--- src/rtl/pipeline_hazard_controller_pkg.sv ---
// pipeline_hazard_controller_pkg: RV32I control-word types, controller state and shared operand predicates.
//   rv32i_control_word   - decoded per-stage control word (opcode, funct3, register ids, writeback info)
//   hzctl_state_t        - stall sequencer states
//   is_id_consumer()     - instruction needs its operands already in ID (branch, jalr, slt/sltu)
//   writes_operand(p, c) - producer p writes a non-zero register that consumer c reads
package pipeline_hazard_controller_pkg;

    typedef enum logic [6:0] {
        op_lui   = 7'b0110111,
        op_auipc = 7'b0010111,
        op_jal   = 7'b1101111,
        op_jalr  = 7'b1100111,
        op_br    = 7'b1100011,
        op_load  = 7'b0000011,
        op_store = 7'b0100011,
        op_imm   = 7'b0010011,
        op_reg   = 7'b0110011,
        op_csr   = 7'b1110011
    } rv32i_opcode;

    typedef enum logic [2:0] {alu_out, br_en, u_imm, lw, pc_plus4} regfilemux_sel_t;

    localparam logic [2:0] F3_SLT  = 3'b010;
    localparam logic [2:0] F3_SLTU = 3'b011;

    typedef struct packed {
        rv32i_opcode     opcode;
        logic [2:0]      funct3;
        logic [4:0]      rs1_id;
        logic [4:0]      rs2_id;
        logic [4:0]      rd_id;
        logic            load_regfile;
        regfilemux_sel_t regfile_mux_sel;
    } rv32i_control_word;

    typedef enum logic {RUN, MEM_WAIT} hzctl_state_t;

    function automatic logic is_id_consumer(rv32i_control_word c);
        return c.opcode == op_br || c.opcode == op_jalr ||
               ((c.opcode == op_reg || c.opcode == op_imm) && (c.funct3 == F3_SLT || c.funct3 == F3_SLTU));
    endfunction

    function automatic logic writes_operand(rv32i_control_word p, rv32i_control_word c);
        return p.load_regfile && p.rd_id != 5'd0 && (p.rd_id == c.rs1_id || p.rd_id == c.rs2_id);
    endfunction

endpackage

--- src/rtl/pipeline_hazard_controller_hazard_detect.sv ---
// hazard_detect: flags hazards the forwarding network cannot cover.
//   id_ctrl      - control word of the consumer in ID
//   ex_ctrl      - control word of the producer in EX
//   mem_ctrl     - control word of the producer in MEM
//   hazard_stall - hold PC and IF/ID, inject a bubble into ID/EX
module hazard_detect
    import pipeline_hazard_controller_pkg::*;
(
    input  rv32i_control_word id_ctrl,
    input  rv32i_control_word ex_ctrl,
    input  rv32i_control_word mem_ctrl,
    output logic              hazard_stall
);
    logic early, ex_dep, mem_dep, unused_bits;
    assign early   = is_id_consumer(id_ctrl);
    assign ex_dep  = writes_operand(ex_ctrl, id_ctrl);
    assign mem_dep = writes_operand(mem_ctrl, id_ctrl);
    // lui and compare results are known while in EX, so an ID consumer can take them directly
    assign hazard_stall = (ex_dep && ex_ctrl.opcode == op_load) ||
                          (early && ex_dep && ex_ctrl.opcode != op_lui && ex_ctrl.regfile_mux_sel != br_en) ||
                          (early && mem_dep && mem_ctrl.opcode == op_load);
    assign unused_bits = ^{id_ctrl, ex_ctrl, mem_ctrl};
endmodule

--- src/rtl/pipeline_hazard_controller.sv ---
// pipeline_hazard_controller: stall/flush sequencer and pipeline-register enables for the 5-stage RV32I core.
//   clk, rst                                   - clock, synchronous active-high reset
//   id_ex_in_ctrl, id_ex_out_ctrl, ex_mem_out_ctrl - control words in ID, EX, MEM
//   id_xfer_taken                              - ID resolved a taken control transfer
//   imem_read/imem_resp, dmem_read/dmem_write/dmem_resp - memory handshakes (single-cycle responses)
//   load_pc .. load_mem_wb, bubble_id_ex, flush_if_id, if_capture - pipeline controls
//   stall_cycles, bubble_count, flush_count    - saturating performance counters
module pipeline_hazard_controller
    import pipeline_hazard_controller_pkg::*;
#(
    parameter int CNT_W = 32
) (
    input  logic              clk,
    input  logic              rst,
    input  rv32i_control_word id_ex_in_ctrl,
    input  rv32i_control_word id_ex_out_ctrl,
    input  rv32i_control_word ex_mem_out_ctrl,
    input  logic              id_xfer_taken,
    input  logic              imem_read,
    input  logic              imem_resp,
    input  logic              dmem_read,
    input  logic              dmem_write,
    input  logic              dmem_resp,
    output logic              load_pc,
    output logic              load_if_id,
    output logic              load_id_ex,
    output logic              load_ex_mem,
    output logic              load_mem_wb,
    output logic              bubble_id_ex,
    output logic              flush_if_id,
    output logic              if_capture,
    output logic [CNT_W-1:0]  stall_cycles,
    output logic [CNT_W-1:0]  bubble_count,
    output logic [CNT_W-1:0]  flush_count
);
    hzctl_state_t state, state_n;
    logic i_done, d_done, i_done_n, d_done_n, mem_busy, hazard_stall;

    // a response already seen in this wait (flag) satisfies its side until resume
    assign mem_busy = (imem_read & ~imem_resp & ~i_done) |
                      ((dmem_read | dmem_write) & ~dmem_resp & ~d_done);

    hazard_detect u_hazard_detect (
        .id_ctrl      (id_ex_in_ctrl),
        .ex_ctrl      (id_ex_out_ctrl),
        .mem_ctrl     (ex_mem_out_ctrl),
        .hazard_stall (hazard_stall)
    );

    always_ff @(posedge clk) begin
        if (rst) begin
            state  <= RUN;
            i_done <= 1'b0;
            d_done <= 1'b0;
        end else begin
            state  <= state_n;
            i_done <= i_done_n;
            d_done <= d_done_n;
        end
    end

    always_comb begin
        state_n  = state;
        i_done_n = i_done;
        d_done_n = d_done;
        case (state)
            RUN: if (mem_busy) begin
                state_n  = MEM_WAIT;
                i_done_n = imem_resp;
                d_done_n = dmem_resp;
            end
            MEM_WAIT: if (mem_busy) begin
                i_done_n = i_done | imem_resp;
                d_done_n = d_done | dmem_resp;
            end else begin
                state_n  = RUN;
                i_done_n = 1'b0;
                d_done_n = 1'b0;
            end
            default: state_n = RUN;
        endcase
    end

    always_comb begin
        load_pc      = 1'b0;
        load_if_id   = 1'b0;
        load_id_ex   = 1'b0;
        load_ex_mem  = 1'b0;
        load_mem_wb  = 1'b0;
        bubble_id_ex = 1'b0;
        flush_if_id  = 1'b0;
        if_capture   = 1'b0;
        if (!rst) begin
            if (mem_busy) begin
                if_capture = imem_resp;
            end else if (hazard_stall) begin
                bubble_id_ex = 1'b1;
                load_id_ex   = 1'b1;
                load_ex_mem  = 1'b1;
                load_mem_wb  = 1'b1;
            end else begin
                load_pc     = 1'b1;
                load_if_id  = 1'b1;
                load_id_ex  = 1'b1;
                load_ex_mem = 1'b1;
                load_mem_wb = 1'b1;
                flush_if_id = id_xfer_taken;
            end
        end
    end

    always_ff @(posedge clk) begin
        if (rst) begin
            stall_cycles <= '0;
            bubble_count <= '0;
            flush_count  <= '0;
        end else begin
            if (mem_busy && !(&stall_cycles)) stall_cycles <= stall_cycles + 1'b1;
            if (bubble_id_ex && !(&bubble_count)) bubble_count <= bubble_count + 1'b1;
            if (flush_if_id && !(&flush_count)) flush_count <= flush_count + 1'b1;
        end
    end

endmodule

--- config.mk ---
export PLATFORM = sky130hd
export DESIGN_NAME = pipeline_hazard_controller
export DESIGN_NICKNAME = d
export VERILOG_FILES = /design/src/rtl/pipeline_hazard_controller_pkg.sv /design/src/rtl/pipeline_hazard_controller_hazard_detect.sv /design/src/rtl/pipeline_hazard_controller.sv
export SDC_FILE = /design/constraint.sdc
export NUM_CORES = 1
export LEC_CHECK = 0
export CAP_MARGIN = 20
export CORE_MARGIN = 2
export CORE_UTILIZATION = 36
export DETAILED_ROUTE_END_ITERATION = 6
export PLACE_DENSITY = 0.75
export RECOVER_POWER = 100
export SYNTH_ARGS = -nofsm -noshare
export SYNTH_HDL_FRONTEND = slang
export SYNTH_SLANG_ARGS = --single-unit
--- constraint.sdc ---
create_clock -name clk -period 4.74 [get_ports clk]
set_input_delay 0.948 -clock clk [delete_from_list [all_inputs] [get_ports clk]]
set_output_delay 0.948 -clock clk [all_outputs]
set_load 0.01 [all_outputs]
* Yosys cells after proc, flatten, opt, wreduce, memory -nomap -nowiden
Index checks and enable logic that the tools add are counted.
** Storage, ports and cells
- Memories :: 0
- Bits in writable memories :: 0
- Latch bits :: 0
- Flip-flop bits (word level) :: 99
- Memory bits (read-only) :: 0
** Cells by class
- Multiplexer cells :: 20
- Div/mod/pow operators :: 0
- Equality and inequality tests :: 15
- Bitwise gates (word level) :: 13
- Multipliers :: 0
- Add/subtract/negate cells :: 3
- Shifts and indexed selects :: 0
- $lt $le $gt $ge :: 0
- Reduce and logical (&&, ||, !) cells :: 30
** Operators by type and width (number)
- adder 32 x 1 -> 32 bit, second input constant :: 3
- AND reduction 32 bit :: 3
- == test 5 bit :: 4
- two-way mux 1 bit :: 18
- == test 7 x 2 -> 1 bit, second input constant :: 2
- == test 7 bit, second input constant :: 2
- logical AND 1 bit :: 14
- nonzero test 5 bit :: 2
- logical OR 1 bit :: 8
- == test 7 x 5 -> 1 bit, second input constant :: 1
- == test 7 x 6 -> 1 bit, second input constant :: 1
- != test 7 x 6 -> 1 bit, second input constant :: 1
- == test 3 x 2 -> 1 bit, second input constant :: 2
- inverter 1 bit :: 5
- AND 1 bit :: 4
- bitwise OR 1 bit :: 4
- one-hot mux 1 bit (2 select lines) :: 2
- zero test 1 bit :: 3
- != test 3 x 1 -> 1 bit, second input constant :: 1
- != test 2 bit, second input constant :: 1

* Depth between registers and ports, before layout
Gate-level depths: netlist (run 1).
- Word-level depth :: 13
- Mapped depth :: 9
- Depth with buffers taken out :: 8

* Hierarchy
From an unflattened synthesis (run 1), not the netlist that was laid out.
** Second synthesis, totals
- Cell total of the unflattened synthesis :: 633
- Area, all modules :: 5193.7 um^2
** Modules (own cells, without submodules)
- pipeline_hazard_controller :: instances 1, area each 4829.6 um^2, seq. area each 1981.9 um^2, cells an instance 587
- hazard_detect :: instances 1, area each 364.1 um^2, seq. area each 0.0 um^2, cells an instance 46

* Worst setup path before layout (run 1)
Ideal clock, no wire load.
- Path type :: input to output
- Start point :: in id_ex_in_ctrl[24] in the netlist's numbering
- End point :: out load_pc
- Stages :: 7
- Path buffers :: 2
- Slack :: 0.982 ns
- Data arrival time :: 2.810 ns
- Data required time :: 3.792 ns
- Cells stage by stage :: or4b_4 a2111oi_4 a22oi_2 o32ai_4 buf_6 nor2_1 buf_4
** Between the ends
- Word-level cells in the longest chain between the ends :: 12
- Elaborated cells between the ends (all ways) :: 18
- Those cells by class :: 4 x eq/ne; 3 x mux; 11 x reduce/logical
** Ends and longest elaborated chain
- start, declared :: RTL line pipeline_hazard_controller.sv:15 : input rv32i_control_word id_ex_in_ctrl,
- == test 7 x 6 -> 1 bit or == test 7 x 5 -> 1 bit (tied branches) :: RTL line pipeline_hazard_controller_pkg.sv:40 : ((c.opcode == op_reg || c.opcode == op_imm) && (c.funct3 == F3_SLT || c.funct3 == F3_SLTU));
- logical OR 1 bit :: RTL line pipeline_hazard_controller_pkg.sv:40
- logical AND 1 bit :: RTL line pipeline_hazard_controller_pkg.sv:40
- logical OR 1 bit (*) :: RTL line pipeline_hazard_controller_pkg.sv:39 : return c.opcode == op_br || c.opcode == op_jalr ||
- logical AND 1 bit (3 in series) :: RTL line pipeline_hazard_controller_hazard_detect.sv:20 : (early && ex_dep && ex_ctrl.opcode != op_lui && ex_ctrl.regfile_mux_sel != br_en) ||
- logical OR 1 bit :: RTL line pipeline_hazard_controller_hazard_detect.sv:19 : assign hazard_stall = (ex_dep && ex_ctrl.opcode == op_load) ||
- logical OR 1 bit (*) :: RTL line pipeline_hazard_controller_hazard_detect.sv:20
- two-way mux 1 bit (*) (3 in series)
- end, declared :: RTL line pipeline_hazard_controller.sv:24 : output logic load_pc,
Every way passes the cells marked *; elsewhere a longest branch is shown, timed or not.

* Final worst setup path (run 1)
- Start point :: in id_ex_in_ctrl[28] in the netlist's numbering
- End point :: out bubble_id_ex
** Between the ends
- Word-level cells in the longest chain between the ends :: 12
- Elaborated cells between the ends (all ways) :: 18
- Those cells by class :: 4 x eq/ne; 3 x mux; 11 x reduce/logical
** Ends and longest elaborated chain
- == test 7 x 6 -> 1 bit or == test 7 x 5 -> 1 bit (tied branches) :: RTL line pipeline_hazard_controller_pkg.sv:40
- logical OR 1 bit :: RTL line pipeline_hazard_controller_pkg.sv:40
- logical AND 1 bit :: RTL line pipeline_hazard_controller_pkg.sv:40
- logical OR 1 bit (*) :: RTL line pipeline_hazard_controller_pkg.sv:39
- logical AND 1 bit (3 in series) :: RTL line pipeline_hazard_controller_hazard_detect.sv:20
- logical OR 1 bit :: RTL line pipeline_hazard_controller_hazard_detect.sv:19
- logical OR 1 bit (*) :: RTL line pipeline_hazard_controller_hazard_detect.sv:20
- two-way mux 1 bit (*) :: RTL line pipeline_hazard_controller.sv:96 : end else if (hazard_stall) begin
- two-way mux 1 bit (*) :: RTL line pipeline_hazard_controller.sv:94 : if (mem_busy) begin
- two-way mux 1 bit (*) :: RTL line pipeline_hazard_controller.sv:93 : if (!rst) begin
- end, declared :: RTL line pipeline_hazard_controller.sv:29 : output logic bubble_id_ex,
Marks and branches as above.

==> metrics, run 1 <==
Overall Power=1750 uW; endpoints failing setup=0; relative slew slack=0.305; Data arrival, critical path=3.59 ns; CTS Buffer Depth=2; CP max stage cell=clkdlybuf4s50_1; fin crit period=4.54 ns; largest family of logic cells by synthesized area=simple AND/OR/NAND/NOR gates; # IOs=199; share of the clock period used by the worst path=0.958; post-synthesis compound-gate area fraction=0.143; CTS tree=built; unrepaired setup endpoints after global routing=false; Startpoint Class=input port; cell family with most CP delay=compound AO/OA/AOI/OAI gates; first-pass GRT wire length=22700 microns; Avg Cell Area, Syn=8.20 sq um; total CTS buffers=9; Placer Congestion=0.794; Worst VDD drop=0.169 mV; final instance area=7200 sq um; grt total ovfl=0; Die W=124 microns; pwr/cell area=243 nW/um^2; die area=15500 sq um; Buf/Inv on CP=2; CP required=3.79 ns; # fillers=1388; Synth area leader=dfxtp_1; Synth Warn #=0; Post-Route WL=13900 microns; synth cell count leaders=dfxtp_1, nor2_1, nand2_1; number of gates resized after CTS=0; share of layout cells above drive strength 1=0.0496; post-synthesis mux area share=0.0309; critical path capture point type=primary output; number of flops mapped to enable cells by yosys=0; Port-buffer cells=159; status=finished, final reports clean; Worst Hold Class=register to register; row count=44; core footprint=14400 sq um; crit-path max FO=4; Cells after DPL=954; Die Span Y=124 microns; Max H-tree Level=3; ys async rst share=0; GRT Total Usage=0.176; crit-path cells=clkdlybuf4s50_1 > or4b_4 > a2111oi_4 > a22oi_1 > o32a_1 > nor2_1 > clkdlybuf4s50_1; vias in the first global route=4594; Worst-Margin Slew=1.04 ns; Synth area leaders=dfxtp_1, xor2_1, nor2_1; Setup Skew=0.0119 ns; Synth Register Bits=99; CTS Sinks=99; simple-gate share of the synthesized area=0.309; Antenna Nets Post-Route=0; routed vias=5127; Iter 0 DRT Violations=240; pins over their slew limit=0; mapped cell area=5220 sq um; initial core utilization=0.363; cell count of the worst reg-to-reg path=8; largest net degree at the start of global routing=99; Layout Nets=880; Setup Total Neg Slack=0 ns; Mapped Cells=637; Post-Synth Adder-Cell Area=0.00719; Seq/Total Area, Yosys=0.380; Cell variety after synth=53; fin cells=971; Layout area overhead=38.0%; WL per Instance=14.3 microns; Antenna diodes=0; Worst-path clk slew=0.07 ns; HPWL Detailed=9980 microns; Worst path most repeated cell=clkdlybuf4s50_1; Main synth FF type=dfxtp_1; leakage power=0.00273 uW; Syn Nets=735; Post-Synth XOR/XNOR Area=0.0906; maxcap violations=0; top-count cell post-synth=dfxtp_1; crit path kind=input port to primary output; Crit path depth=7; CP peak stage delay=0.55 ns; DR DRC count=0; worst-skew pair later-pin latency=0.35 ns; Post-CTS Hold Fix Bufs=0; clk root buf=clkbuf_16; worst hold slack=0.476 ns; Hold Path Depth=2; Via density=5.28; DP Area=6940 sq um; final number of hold-violating endpoints=0; Peak Freq=220 MHz; postcts setup bufs=0; Pre-antenna DRT Iters=4; Yosys top cell area share=0.380; initial antenna violation count=0
[report_power, final]
| group | internal [uW] | switching, uW | leakage, uW |
|---|---|---|---|
| sequential | 837 | 5.82 | 0.000798 |
| combinational | 75.7 | 72.0 | 0.00178 |
| clock | 426 | 333 | 0.000146 |
| total | 1340 | 410 | 0.00273 |
[sequential cells by signal (all words and copies together), names as in the netlist]
register      count
i_done            1
stall_cycles     32
state             1
d_done            1
bubble_count     32
flush_count      32
[cells in the final DEF, fill, tap and decap left out, drive strengths merged, types with 3 or more instances in the layout]
master	Yosys	final
o31ai	6	6
buf	10	4
clkdlybuf4s50	0	56
nand4	33	33
nor2b	9	9
mux2i	6	6
nor4	11	11
a21oi	37	37
or4	7	7
o311a	3	3
nor3	19	19
and4	7	7
nor3b	3	3
o21ai	30	30
xnor2	17	17
a31o	4	4
o31a	4	4
nor2	77	77
o21a	7	7
mux2	9	9
and2	3	3
a22oi	4	4
dfxtp	99	99
and3	17	17
nand2	48	48
or2	3	3
xor2	37	37
dlygate4sd3	0	102
inv	16	17
clkbuf	22	15
nand3	34	34
ha	3	3
or3	29	29
[kinds of logic (layout without fill, tap and decap cells)]
logic type,Yosys count,after routing
and+or+nand+nor,307,307
AOI/OAI and AO/OA,111,111
DFF,99,99
xor gates and xnor gates,54,54
buffers and inverters,48,198
muxes,15,15
adders and majority gates,3,3
[layout make-up]
cell class	count	area, sq um	share of cell area
repair buffers	166	1620	0.225
inverters	16	60.1	0.00834
well taps	184	230	0.0320
flip-flops and latches	99	1980	0.275
clock buffers	11	243	0.0337
multi-input cells	490	3010	0.417
clock inverters	5	60.1	0.00834
[layer usage]
layer / wire length [microns] / vias to the layer above / track usage
met5: 0 / - / 0
met4: 130 / 0 / 0.0476
met3: 1020 / 10 / 0.0576
met2: 6320 / 144 / 0.286
met1: 6390 / 2385 / 0.225
li1: - / 2588 / -
[worst register-to-register path, delay by kind of cell, from the launching register on]
family | cells | cell delay (ns)
and+or+nand+nor | 4 | 1.51
buffers and inverters | 1 | 0.46
AOI/OAI and AO/OA | 2 | 0.37
adders and majority gates | 1 | 0.27
DFF | 1 | 0.39
[worst paths after layout]
check	start	to	slack [ns]
max	id_ex_in_ctrl[28]	bubble_id_ex	0.20
min	d_done$_SDFFE_PP0P_	d_done$_SDFFE_PP0P_	0.48
max reg2reg	flush_count[0]$_SDFFE_PP0P_	flush_count[7]$_SDFFE_PP0P_	1.63
min reg2reg	d_done$_SDFFE_PP0P_	d_done$_SDFFE_PP0P_	0.48
[per-stage QoR]
step	utilization	worst slack, ns
2_1_floorplan	-	0.982
3_3_place_gp	0.483	0.228
3_5_place_dp	0.483	0.214
4_1_cts	0.504	0.212
5_1_grt	0.501	0.0407
6_report	0.501	0.201
Note: power is estimated with default switching activity, not from simulation.
==> run 2, diff against run 1 <==
--- a/config.mk
+++ b/config.mk
@@ -8,6 +8,7 @@
 export CAP_MARGIN = 20
 export CORE_MARGIN = 2
 export CORE_UTILIZATION = 36
+export CTS_BUF_LIST = sky130_fd_sc_hd__clkbuf_8
 export DETAILED_ROUTE_END_ITERATION = 6
 export PLACE_DENSITY = 0.75
 export RECOVER_POWER = 100
==> run 2 against run 1 <==
Core utilization shrank 0.71 points; global-route usage about the same; maximum frequency down 0.13%; sequential power about the same; largest power group unchanged; largest cell class unchanged.
==> metrics, run 2 (synthesis results as in run 1) <==
status=finished, final reports clean; Storage cell area=1980 sq um; maxcap violations=0; row count=44; HPWL Detailed=9980 microns; Die W=124 microns; Setup Total Neg Slack=0 ns; Core Util, Final=0.494; busiest grt layer=met2; final number of hold-violating endpoints=0; # IOs=199; initial antenna violation count=0; Antenna Nets Post-Route=0; postcts setup bufs=0; worst hold slack=0.481 ns; # fillers=1403; most frequent cells in the layout=dlygate4sd3_1, dfxtp_1, nor2_1, clkdlybuf4s50_1, nand2_1; Worst Hold Class=register to register; Peak Freq=220 MHz; GRT met1 Usage=0.224; die area=15500 sq um; first-pass GRT wire length=22700 microns; routed vias=5108; Worst VDD drop=0.125 mV; met2 usage=0.285; unrepaired setup endpoints after global routing=false; pins over their slew limit=0; Pre-antenna DRT Iters=5; total CTS buffers=9; WL per Instance=14.2 microns; vias in the first global route=4584; CTS Sinks=99; Worst-path clk slew=0.10 ns; crit-path max FO=4; M3 GR Usage=0.0511; Post-CTS Hold Fix Bufs=0; Port-buffer cells=159; grt total ovfl=0; Die Span Y=124 microns; DR DRC count=0; clk root buf=clkbuf_8; Iter 0 DRT Violations=235; Antenna diodes=0; relative slew slack=0.306; Post-Route WL=13800 microns; initial core utilization=0.363; CP required=3.79 ns; biggest regs=bubble_count x32, flush_count x32, stall_cycles x32; GRT Total Usage=0.176; Placer Congestion=0.794; Data arrival, critical path=3.60 ns; Startpoint Class=input port; fin crit period=4.55 ns; Layout Nets=880; Layout area overhead=36.0%; worst-skew pair later-pin latency=0.38 ns; most common cell after layout, fill and taps aside=dlygate4sd3_1; leakage power=0.00269 uW; pwr/cell area=219 nW/um^2; share of layout cells above drive strength 1=0.0496; critical path capture point type=primary output; Via density=5.26; core footprint=14400 sq um; largest net degree at the start of global routing=99; CTS tree=built; share of the clock period used by the worst path=0.959; crit path kind=input port to primary output; CTS Buffer Depth=2; Max H-tree Level=3; Worst-Margin Slew=1.04 ns; Setup Skew=0.0138 ns; Multi-input gate area=3010 sq um; endpoints failing setup=0; number of gates resized after CTS=0
-- run 2: path summary, 6_finish.rpt --
kind / end / start / slack [ns] / cells after the start
worst max-delay path: bubble_id_ex / id_ex_in_ctrl[28] / 0.19 / 7
worst min-delay path: d_done$_SDFFE_PP0P_ / d_done$_SDFFE_PP0P_ / 0.48 / 2
worst max register to register: flush_count[7]$_SDFFE_PP0P_ / flush_count[0]$_SDFFE_PP0P_ / 1.65 / 8
worst min register to register: d_done$_SDFFE_PP0P_ / d_done$_SDFFE_PP0P_ / 0.48 / 2
-- run 2: worst max-delay path, cell delays in order --
cell	delay (ns)
clkdlybuf4s50_1	0.43
or4b_4	0.54
a2111oi_4	0.38
a22oi_1	0.20
o32a_1	0.45
nor2_1	0.11
clkdlybuf4s50_1	0.55
-- run 2: where the power goes --
group | total [uW] | leakage (uW) | switching [uW] | internal (uW)
clock network | 566 | 0.000104 | 307 | 259
registers | 842 | 0.000798 | 5.83 | 836
logic | 148 | 0.00178 | 71.9 | 75.7
total | 1560 | 0.00269 | 385 | 1170
-- run 2: metal layers --
| layer | wire length [microns] | share of wire |
|---|---|---|
| met3 | 1010 | 0.073 |
| met4 | 198 | 0.014 |
| met1 | 6300 | 0.46 |
| met2 | 6270 | 0.46 |
| met5 | 0 | 0 |
-- run 2: area by class of cell --
class | count | share of cell area
timing repair buffer | 166 | 0.229
sequential | 99 | 0.279
tap | 184 | 0.0324
clock inverter | 6 | 0.00898
inverter | 16 | 0.00846
clock buffer | 10 | 0.0194
multi-input combinational | 490 | 0.423
-- run 2: per-stage QoR --
stage	cells	setup WS (ns)	power [uW]	instance area, sq um
2_1_floorplan	637	0.982	932	5220
3_3_place_gp	954	0.228	1010	6940
3_5_place_dp	954	0.214	1020	6940
4_1_cts	970	0.212	1580	7140
5_1_grt	971	0.0407	1630	7100
6_report	971	0.194	1560	7100
